[config.mk]
export PLATFORM = sky130hd
export DESIGN_NAME = vga_timing_gen
export DESIGN_NICKNAME = d
export VERILOG_FILES = /design/src/rtl/vga_pkg.sv /design/src/rtl/vga_timing_gen_phase_counter.sv /design/src/rtl/vga_timing_gen.sv
export SDC_FILE = /design/constraint.sdc
export NUM_CORES = 1
export LEC_CHECK = 0
export ABC_AREA = 1
export CAP_MARGIN = 20
export CORE_MARGIN = 4
export CORE_UTILIZATION = 60
export CTS_BUF_LIST = sky130_fd_sc_hd__clkbuf_8
export DETAILED_ROUTE_END_ITERATION = 7
export HOLD_SLACK_MARGIN = 0.08
export MAX_ROUTING_LAYER = met4
export PLACE_DENSITY_LB_ADDON = 0.12
export RECOVER_POWER = 25
export SKIP_LAST_GASP = 1
export SYNTH_ARGS = -nofsm -noshare
export SYNTH_HDL_FRONTEND = slang
export SYNTH_SLANG_ARGS = --single-unit
[constraint.sdc]
create_clock -name clk -period 14.43 [get_ports clk]
set_input_delay 1.443 -clock clk [delete_from_list [all_inputs] [get_ports clk]]
set_output_delay 1.443 -clock clk [all_outputs]
set_load 0.01 [all_outputs]
[src/rtl/vga_pkg.sv]
// Shared types, preset modes and phase-ordering helpers for the VGA timing generator.
package vga_pkg;

  localparam int CFG_W = 12;

  typedef enum logic [1:0] {
    VISIBLE = 2'd0,
    FRONT   = 2'd1,
    SYNC    = 2'd2,
    BACK    = 2'd3
  } VGA_state_e;

  typedef enum logic [1:0] {
    VGA_640x480_60  = 2'd0,
    VGA_800x600_60  = 2'd1,
    VGA_1024x768_60 = 2'd2,
    VGA_SIM_TINY    = 2'd3
  } vga_mode_e;

  typedef struct packed {
    logic [CFG_W-1:0] visible_area;
    logic [CFG_W-1:0] front_porch;
    logic [CFG_W-1:0] sync_pulse;
    logic [CFG_W-1:0] back_porch;
    logic             polarity;
  } line_t;

  typedef struct packed {
    line_t h;
    line_t v;
  } vga_timing_t;

  function automatic line_t mk_line(input logic [CFG_W-1:0] vis,
                                    input logic [CFG_W-1:0] fp,
                                    input logic [CFG_W-1:0] sp,
                                    input logic [CFG_W-1:0] bp,
                                    input logic             pol);
    line_t l;
    l.visible_area = vis;
    l.front_porch  = fp;
    l.sync_pulse   = sp;
    l.back_porch   = bp;
    l.polarity     = pol;
    return l;
  endfunction

  function automatic vga_timing_t get_vga_timing(input vga_mode_e mode);
    vga_timing_t t;
    case (mode)
      VGA_800x600_60: begin
        t.h = mk_line(12'd800, 12'd40, 12'd128, 12'd88, 1'b1);
        t.v = mk_line(12'd600, 12'd1, 12'd4, 12'd23, 1'b1);
      end
      VGA_1024x768_60: begin
        t.h = mk_line(12'd1024, 12'd24, 12'd136, 12'd160, 1'b0);
        t.v = mk_line(12'd768, 12'd3, 12'd6, 12'd29, 1'b0);
      end
      // Deliberately tiny raster for fast simulation of whole frames.
      VGA_SIM_TINY: begin
        t.h = mk_line(12'd4, 12'd1, 12'd2, 12'd1, 1'b0);
        t.v = mk_line(12'd3, 12'd1, 12'd1, 12'd1, 1'b0);
      end
      default: begin
        t.h = mk_line(12'd640, 12'd16, 12'd96, 12'd48, 1'b0);
        t.v = mk_line(12'd480, 12'd10, 12'd2, 12'd33, 1'b0);
      end
    endcase
    return t;
  endfunction

  function automatic logic [CFG_W-1:0] phase_len(input VGA_state_e s, input line_t cfg);
    logic [CFG_W-1:0] len;
    case (s)
      FRONT:   len = cfg.front_porch;
      SYNC:    len = cfg.sync_pulse;
      BACK:    len = cfg.back_porch;
      default: len = cfg.visible_area;
    endcase
    return len;
  endfunction

  function automatic VGA_state_e succ_state(input VGA_state_e s);
    VGA_state_e n;
    case (s)
      VISIBLE: n = FRONT;
      FRONT:   n = SYNC;
      SYNC:    n = BACK;
      default: n = VISIBLE;
    endcase
    return n;
  endfunction

  // Walks the phase ring until a non-empty phase is found; VISIBLE is the fallback.
  function automatic VGA_state_e next_state(input VGA_state_e s, input line_t cfg);
    VGA_state_e n;
    VGA_state_e r;
    logic       found;
    n     = s;
    r     = VISIBLE;
    found = 1'b0;
    for (int i = 0; i < 4; i++) begin
      n = succ_state(n);
      if (!found && phase_len(n, cfg) != '0) begin
        r     = n;
        found = 1'b1;
      end
    end
    return r;
  endfunction

  function automatic logic timing_legal(input vga_timing_t t);
    return (t.h.visible_area != '0) && (t.v.visible_area != '0);
  endfunction

endpackage

[src/rtl/vga_timing_gen_phase_counter.sv]
// One axis of the raster: phase state plus in-phase counter, with end-of-axis detection.
module vga_phase_counter
  import vga_pkg::*;
#(
  parameter int W = 12
) (
  input  logic         clk,
  input  logic         rst,
  input  logic         step,
  input  logic         restart,
  input  line_t        cfg,
  output VGA_state_e   state,
  output logic [W-1:0] cnt,
  output logic [W-1:0] idx,
  output logic         sync,
  output logic         last,
  output logic         wrap
);

  VGA_state_e   state_q, state_d;
  logic [W-1:0] cnt_q, cnt_d;
  logic [W-1:0] len_w;
  logic         phase_end;
  VGA_state_e   nxt;

  always_comb begin
    len_w     = W'(phase_len(state_q, cfg));
    nxt       = next_state(state_q, cfg);
    phase_end = (cnt_q == len_w - W'(1));
    state_d   = state_q;
    cnt_d     = cnt_q;
    if (step) begin
      if (restart) begin
        state_d = VISIBLE;
        cnt_d   = '0;
      end else if (phase_end) begin
        state_d = nxt;
        cnt_d   = '0;
      end else begin
        cnt_d = cnt_q + W'(1);
      end
    end
  end

  always_ff @(posedge clk or posedge rst) begin
    if (rst) begin
      state_q <= VISIBLE;
      cnt_q   <= '0;
    end else begin
      state_q <= state_d;
      cnt_q   <= cnt_d;
    end
  end

  // The axis ends on the last cycle of whichever phase hands back to VISIBLE.
  assign last  = phase_end && (nxt == VISIBLE);
  assign wrap  = step && last;
  assign state = state_q;
  assign cnt   = cnt_q;
  assign idx   = (state_q == VISIBLE) ? cnt_q : '0;
  assign sync  = (state_q == SYNC) ? cfg.polarity : ~cfg.polarity;

endmodule

[src/rtl/vga_timing_gen.sv]
// Two-axis VGA timing generator with frame-boundary reprogramming of the raster timing.
module vga_timing_gen
  import vga_pkg::*;
#(
  parameter int        H_WIDTH      = 12,
  parameter int        V_WIDTH      = 11,
  parameter vga_mode_e DEFAULT_MODE = VGA_640x480_60
) (
  input  logic               clk,
  input  logic               rst,
  input  logic               ce,
  input  logic               cfg_valid,
  input  line_t              h_cfg,
  input  line_t              v_cfg,
  output logic               cfg_applied,
  output logic               hsync,
  output logic               vsync,
  output logic               de,
  output logic [H_WIDTH-1:0] x,
  output logic [V_WIDTH-1:0] y,
  output VGA_state_e         h_state,
  output VGA_state_e         v_state,
  output logic               sol,
  output logic               sof,
  output logic               eol,
  output logic               eof
);

  localparam vga_timing_t DEF_TIMING = get_vga_timing(DEFAULT_MODE);

  vga_timing_t active_q, active_d;
  vga_timing_t pending_q, pending_d;
  logic        pending_valid_q, pending_valid_d;
  logic        just_applied_q, just_applied_d;

  logic               cfg_applied_q, cfg_applied_d;
  logic               hsync_q, hsync_d;
  logic               vsync_q, vsync_d;
  logic               de_q, de_d;
  logic [H_WIDTH-1:0] x_q, x_d;
  logic [V_WIDTH-1:0] y_q, y_d;
  VGA_state_e         h_state_q, h_state_d;
  VGA_state_e         v_state_q, v_state_d;
  logic               sol_q, sol_d;
  logic               sof_q, sof_d;
  logic               eol_q, eol_d;
  logic               eof_q, eof_d;

  VGA_state_e         h_st, v_st;
  logic [H_WIDTH-1:0] h_cnt, h_idx;
  logic [V_WIDTH-1:0] v_cnt, v_idx;
  logic               h_sync, v_sync;
  logic               h_last, v_last;
  logic               h_wrap, frame_wrap;
  logic               apply;

  assign apply = frame_wrap && pending_valid_q && timing_legal(pending_q);

  vga_phase_counter #(.W(H_WIDTH)) u_h (
    .clk     (clk),
    .rst     (rst),
    .step    (ce),
    .restart (apply),
    .cfg     (active_q.h),
    .state   (h_st),
    .cnt     (h_cnt),
    .idx     (h_idx),
    .sync    (h_sync),
    .last    (h_last),
    .wrap    (h_wrap)
  );

  // Vertical axis advances once per completed line.
  vga_phase_counter #(.W(V_WIDTH)) u_v (
    .clk     (clk),
    .rst     (rst),
    .step    (h_wrap),
    .restart (apply),
    .cfg     (active_q.v),
    .state   (v_st),
    .cnt     (v_cnt),
    .idx     (v_idx),
    .sync    (v_sync),
    .last    (v_last),
    .wrap    (frame_wrap)
  );

  always_comb begin
    active_d        = active_q;
    pending_d       = pending_q;
    pending_valid_d = pending_valid_q;
    just_applied_d  = just_applied_q;
    cfg_applied_d   = cfg_applied_q;
    hsync_d         = hsync_q;
    vsync_d         = vsync_q;
    de_d            = de_q;
    x_d             = x_q;
    y_d             = y_q;
    h_state_d       = h_state_q;
    v_state_d       = v_state_q;
    sol_d           = sol_q;
    sof_d           = sof_q;
    eol_d           = eol_q;
    eof_d           = eof_q;

    // An illegal pending set is consumed at the boundary but never activated.
    if (frame_wrap && pending_valid_q) begin
      pending_valid_d = 1'b0;
      if (apply) begin
        active_d = pending_q;
      end
    end
    // Evaluated after the apply so a set arriving on the wrap waits a frame.
    if (cfg_valid) begin
      pending_d.h     = h_cfg;
      pending_d.v     = v_cfg;
      pending_valid_d = 1'b1;
    end

    if (ce) begin
      just_applied_d = apply;
      cfg_applied_d  = just_applied_q;
      hsync_d        = h_sync;
      vsync_d        = v_sync;
      de_d           = (h_st == VISIBLE) && (v_st == VISIBLE);
      x_d            = h_idx;
      y_d            = v_idx;
      h_state_d      = h_st;
      v_state_d      = v_st;
      sol_d          = (h_st == VISIBLE) && (h_cnt == '0);
      sof_d          = (h_st == VISIBLE) && (h_cnt == '0) && (v_st == VISIBLE) && (v_cnt == '0);
      eol_d          = h_last;
      eof_d          = h_last && v_last;
    end
  end

  always_ff @(posedge clk or posedge rst) begin
    if (rst) begin
      active_q        <= DEF_TIMING;
      pending_q       <= '0;
      pending_valid_q <= 1'b0;
      just_applied_q  <= 1'b0;
      cfg_applied_q   <= 1'b0;
      hsync_q         <= ~DEF_TIMING.h.polarity;
      vsync_q         <= ~DEF_TIMING.v.polarity;
      de_q            <= 1'b0;
      x_q             <= '0;
      y_q             <= '0;
      h_state_q       <= VISIBLE;
      v_state_q       <= VISIBLE;
      sol_q           <= 1'b0;
      sof_q           <= 1'b0;
      eol_q           <= 1'b0;
      eof_q           <= 1'b0;
    end else begin
      active_q        <= active_d;
      pending_q       <= pending_d;
      pending_valid_q <= pending_valid_d;
      just_applied_q  <= just_applied_d;
      cfg_applied_q   <= cfg_applied_d;
      hsync_q         <= hsync_d;
      vsync_q         <= vsync_d;
      de_q            <= de_d;
      x_q             <= x_d;
      y_q             <= y_d;
      h_state_q       <= h_state_d;
      v_state_q       <= v_state_d;
      sol_q           <= sol_d;
      sof_q           <= sof_d;
      eol_q           <= eol_d;
      eof_q           <= eof_d;
    end
  end

  assign cfg_applied = cfg_applied_q;
  assign hsync       = hsync_q;
  assign vsync       = vsync_q;
  assign de          = de_q;
  assign x           = x_q;
  assign y           = y_q;
  assign h_state     = h_state_q;
  assign v_state     = v_state_q;
  assign sol         = sol_q;
  assign sof         = sof_q;
  assign eol         = eol_q;
  assign eof         = eof_q;

endmodule
==> flow_summary.ini, run 1 <==
[final_layout]
layout.nets = 2046
antenna_cells_inserted = 0
post_route_cells_drive_above_1_share_pct = 5.52
filler_cell_count = 1785
multi_input_comb_area_um2 = 6140
final-seq-area_um2 = 6530
area_delta_synth_final_pct = 17.3
final_util_pct = 72.1

[clock_network]
cts.repair.resized = 0
cts_inserted_buffers = 42
reg_clk_slew_reported_paths_ns = 0.06
tritoncts = built
buffers_inserted_by_post_cts_timing_repair = 0
number_of_clock_sinks = 260
cts.hold.buffers_added = 0
clkLatencyLatePin_ns = 0.56
clock_tree.root_cell = clkbuf_8
htree_levels = 2
cts_buffer_depth = 3

[yosys]
synth_top_cell_area_share_pct = 44.9
post_synth_cell_types = 41
yosysWarningCount = 0
syn-instance-count = 1819
synth.top_cells.by_area = dfrtp_1 45%, nand2_1 24%, nand4_1 5.7%
synth_area_leader_cell = dfrtp_1
async_flop_share_pct = 100
synth_seq_area_share_pct = 48.4
syn-cell-area_um2 = 13500
synth.ff_latch_count = 260
synth_enable_flop_cells = 0
synth-main-ff-cell = dfrtp_1
postSynthNetCount = 1943
synth_commonest_cells = 858 x nand2_1, 242 x dfrtp_1, 123 x nand4_1, 114 x inv_1, 97 x nor2_1
syn_avg_cell_area_um2 = 7.42
synth_most_common_cell = nand2_1

[detailed_routing]
routed-via-count = 12400
avgViaCountPerCell = 5.53
drt_drc_violations_left = 0
drt_first_iter_violations = 1162
wl_um = 36200
drt-wirelength-per-cell_um = 16.2
drtAntennaViolNets = 0
drt_pre_antenna_iters = 5

[setup_path]
critical_path.slowest_cell = clkinvlp_2
critical-path-top-delay-family = buffers and inverters
timing.rr.end = pending_valid_q
critical_path_required_ns = 14.97
buffers_inverters_on_critical_path = 3
rr_startpoint = u_v.state[1]
crit_arrival_ns = 6.00
critPathLaunchType = primary input
crit_path_max_incr_delay_ns = 2.83
worst-r2r-setup-slack_ns = 9.30
crit_path_cell_trace = dlygate4sd3_1 > clkinvlp_2 > buf_4
critical_path.endpoint_type = asynchronous set/reset pin
worst_r2r_path_depth = 19
timing_worst_setup_path_type = primary input to asynchronous set/reset pin
worst-path-max-fanout = 115

[timing]
timing.final.hold_violations = 0
finClkSkew_ns = 0.0214
final_min_period_ns = 5.46
unrepaired_setup_endpoints_after_global_routing = no
final.period_utilization_pct = 37.8
setup-violations-final = 0
timing.slew.headroom_pct = -240
drv_slew = 264
worstMarginPinSlew_ns = 5.07
max_freq_mhz = 183
tns_ns = 0

[floorplanning]
die_width_um = 158
rows = 54
core_outline_area_um2 = 22000
io_pins = 137
initial_core_utilization_pct = 61.4
die_extent_in_y_um = 158
die_area_um2 = 25000

[grt]
pin_count_of_the_biggest_net_entering_global_routing = 116
grt_overflow_total = 0
grtUsageTotal_pct = 30.3
vias_in_the_first_global_route = 11600
antenna_found_initial = 0
grt_pass1_wl_um = 59200

[run]
max-cap-violations = 3

[power_and_ir_drop]
leakage_nw = 8.59
vdd_drop_max_v = 0.0000814
cellPowerDensity_nw_per_um2 = 111
total_power_mw = 1.76

[placed_design]
io_buffers = 136
dp_hpwl_um = 25100
finalWeightedCongestion = 0.966

[worst_hold_path]
hold_start = pending_q[82]
worstHoldPathType = flip-flop to flip-flop
worst_hold_path.num_cells = 2
min_delay_worst_endpoint = pending_q[82]

[status]
outcome = finished with violations
failed_checks = max-capacitance violations, max-slew violations
==> worst max-delay path by stage <==
stage                 startpoint              end  slack, ns  cells after the start
floorplan                    rst      active_q[0]       5.86                      1
global placement    u_v.state[1]     active_q[91]       9.52                     18
detailed placement  u_v.state[1]  pending_valid_q       9.54                     19
CTS                 u_v.state[1]  pending_valid_q       9.53                     19
global route                 rst     u_v.state[1]       8.08                      3
finish                       rst     u_v.state[1]       8.97                      3
==> placed cells by master, fill, tap and decap left out, types with 2 or more instances in the layout <==
cell type / synthesis / final
nand2_1: 858 / 858
dfrtp_1: 242 / 242
o21ai_0: 52 / 52
nor2_2: 5 / 4
nor2_1: 97 / 97
and2_0: 6 / 6
inv_2: 4 / 3
dfstp_2: 18 / 18
buf_4: 7 / 6
dlygate4sd3_1: 0 / 2
clkdlybuf4s50_1: 0 / 133
nor3_1: 7 / 7
clkinv_2: 0 / 6
or2_2: 2 / 2
clkbuf_1: 56 / 4
or2_1: 6 / 6
xor2_1: 21 / 21
nand3b_1: 6 / 6
nor2_4: 2 / 3
and2_1: 5 / 5
nand3_1: 91 / 91
o22ai_1: 5 / 5
nand4_1: 123 / 123
clkbuf_8: 0 / 55
a21oi_1: 14 / 14
o21bai_1: 2 / 2
o21ai_1: 10 / 10
nor4_1: 8 / 8
inv_1: 114 / 125
bufinv_16: 0 / 2
ha_1: 22 / 22
==> per-stage QoR <==
step / std cells / setup WS, ns / hold slack [ns] / cell area, um^2
after floorplan: 1819 / 5.86 / 0.442 / 13500
after global placement: 2157 / 9.52 / 0.454 / 14900
after detailed placement: 2158 / 9.54 / 0.459 / 14900
after CTS: 2236 / 9.53 / 0.474 / 15800
after global routing: 2236 / 8.08 / 0.486 / 15800
final: 2236 / 8.97 / 0.473 / 15800
==> tightest hold or removal path, delay by kind of cell, from the launching register on <==
kind	cells	cell delay, ns
flops	1	0.34
simple gates	2	0.10
==> layer usage <==
metal | up-vias | global-route usage, % | wire length [um]
li1 | 6006 | - | -
met1 | 5789 | 45.2 | 17000
met2 | 504 | 43.6 | 15600
met3 | 69 | 5.60 | 2930
met4 | 0 | 6.95 | 716
met5 | - | - | 0
==> registers in the layout (all words and copies together) (netlist names), 2 cells and up <==
register   count
active_q      98
pending_q     98
u_h.cnt       12
x             12
u_v.cnt       11
y             11
h_state        2
u_h.state      2
u_v.state      2
v_state        2
==> cell families after synthesis <==
logic type               share of synthesized area, %
XOR/XNOR                                         1.36
multiplexers                                   0.0742
adder cells (fa/ha/maj)                          2.04
buffers and inverters                            6.24
AND/OR/NAND/NOR                                  38.3
AO/OA/AOI/OAI                                    3.61
flip-flops                                       48.4
==> power by group <==
group	leakage, nW	total, mW	switching, mW	internal [mW]
Sequential	3.31	0.834	0.0497	0.784
Combinational	4.76	0.233	0.131	0.102
Clock	0.525	0.689	0.307	0.382
Total	8.59	1.76	0.487	1.27
==> area by class of cell <==
class	count	area share, %
sequential	260	41.3
clock buffer	55	4.78
timing repair buffer	146	9.09
clock inverter	23	1.08
inverter	118	2.81
tap	280	2.21
multi-input combinational	1354	38.8
Power figures use the tool's default switching activity.
==> inputs of run 2 (changes only) <==
CORE_UTILIZATION = 59   (was 60)
clock period = 5.1 ns   (was 14.43 ns; I/O delays follow)
==> run 2 against run 1 <==
The run still ends with max-capacitance violations, max-slew violations left. Cell count up 0.49%. Clock power rose to 2.6 times the previous value. Global-route usage decreased by 0.79 points. Total power rose to 2.8 times the previous value. Largest cell class unchanged.
==> flow_summary.ini, run 2 (synthesis results as in run 1) <==
[status]
outcome = finished with violations
failed_checks = max-capacitance violations, max-slew violations

[final_layout]
area_delta_synth_final_pct = 17.0
post_route_cells_drive_above_1_share_pct = 5.45
antenna_cells_inserted = 0
layout.cells.most_common_list = 858 x nand2_1, 242 x dfrtp_1, 134 x inv_1, 134 x clkdlybuf4s50_1, 123 x nand4_1
final-seq-area_um2 = 6530
final_util_pct = 70.0
multi_input_comb_area_um2 = 6140
layout.nets = 2052
final_common_cell = nand2_1
reg.largest.list = active_q: 98 flops, pending_q: 98 flops
filler_cell_count = 1932

[setup_path]
critical_path.endpoint_type = flip-flop
worst-path-max-fanout = 96
timing_worst_setup_path_type = flip-flop to flip-flop
critical_path_required_ns = 5.53
critPathLaunchType = flip-flop
crit_arrival_ns = 5.01

[floorplanning]
die_extent_in_y_um = 159
die_area_um2 = 25400
core_outline_area_um2 = 22600
rows = 55
initial_core_utilization_pct = 59.8
io_pins = 137
die_width_um = 159

[power_and_ir_drop]
vdd_drop_max_v = 0.000231
leakage_nw = 8.61
cellPowerDensity_nw_per_um2 = 306

[grt]
grtUsageTotal_pct = 29.5
vias_in_the_first_global_route = 11500
grt_pass1_wl_um = 60100
pin_count_of_the_biggest_net_entering_global_routing = 142
grt_overflow_total = 0
antenna_found_initial = 0

[timing]
unrepaired_setup_endpoints_after_global_routing = no
timing.slew.headroom_pct = -132
worstMarginPinSlew_ns = 3.49
finClkSkew_ns = 0.0253
tns_ns = 0
timing.final.hold_violations = 0
final.period_utilization_pct = 89.9
drv_slew = 302
setup-violations-final = 0
final_min_period_ns = 4.58
max_freq_mhz = 218

[clock_network]
tritoncts = built
cts.repair.resized = 0
buffers_inserted_by_post_cts_timing_repair = 0
cts.hold.buffers_added = 0
cts_inserted_buffers = 44
clock_tree.root_cell = clkbuf_8
cts_buffer_depth = 3
reg_clk_slew_reported_paths_ns = 0.06
clkLatencyLatePin_ns = 0.56
number_of_clock_sinks = 260
htree_levels = 2

[detailed_routing]
drt_drc_violations_left = 0
wl_um = 36300
routed-via-count = 12400
drtAntennaViolNets = 0
drt_pre_antenna_iters = 7
drt-wirelength-per-cell_um = 16.2
drt_first_iter_violations = 1413
avgViaCountPerCell = 5.52

[worst_hold_path]
worstHoldPathType = primary input to asynchronous set/reset pin

[placed_design]
io_buffers = 136
finalWeightedCongestion = 0.986
dp_hpwl_um = 25800

[run]
max-cap-violations = 4
run 2: area by class of cell:
type,instances,area share [%]
flip-flops and latches,260,41.3
multi-input cells,1354,38.9
repair buffers,150,9.26
clock buffers,51,4.44
inverters,118,2.81
well taps,285,2.26
clock inverters,29,1.03
run 2: report_power, final:
part / switching [mW] / internal (mW)
clock network: 0.836 / 0.969
registers: 0.147 / 2.22
logic: 0.383 / 0.284
total: 1.37 / 3.47
run 2: through the flow:
step                std cells  instance area, um^2  power, mW  hold slack (ns)  worst slack [ns]
global placement         2167                15000       3.04            0.454             0.706
finish                   2247                15800       4.84            0.368             0.515
floorplan                1819                13500       2.75            0.442              1.18
CTS                      2247                15800       4.86            0.211             0.561
detailed placement       2167                15000       3.06            0.458             0.579
global route             2247                15800       5.07            0.378             0.172
run 2: critical path, cell delays in order (launching register included):
cell	delay, ns
dfrtp_1	0.46
inv_1	0.14
ha_1	0.21
buf_4	0.18
inv_1	0.42
nand2_1	0.12
o22ai_1	0.38
ha_1	0.32
xor2_1	0.13
o21ai_0	0.09
nor2_1	0.17
nand3_1	0.10
nor2_1	0.12
nand2_1	0.07
nor2_1	0.08
nand3_1	0.22
nor2_4	0.41
nand3_4	0.13
buf_4	0.42
nand2_1	0.18
nand2_1	0.07
run 2: path summary, 6_finish.rpt:
check                                end  cells after the start  slack (ns)          start
setup / recovery            active_q[32]                     20        0.52   u_v.state[0]
hold / removal             pending_q[84]                      2        0.37            rst
hold reg to reg            pending_q[60]                      2        0.47  pending_q[60]
setup reg to reg            active_q[32]                     20        0.52   u_v.state[0]
max in group asynchronous     u_v.cnt[2]                      3        1.04            rst
min in group clk           pending_q[60]                      2        0.47  pending_q[60]
run 2: metal layers:
metal  up-vias  global-route usage (%)  wire length (um)
met3        46                    5.41              3080
met4         0                    6.55               596
met5         -                       -                 0
li1       6033                       -                 -
met2       495                    42.1             15600
met1      5830                    44.4             17100
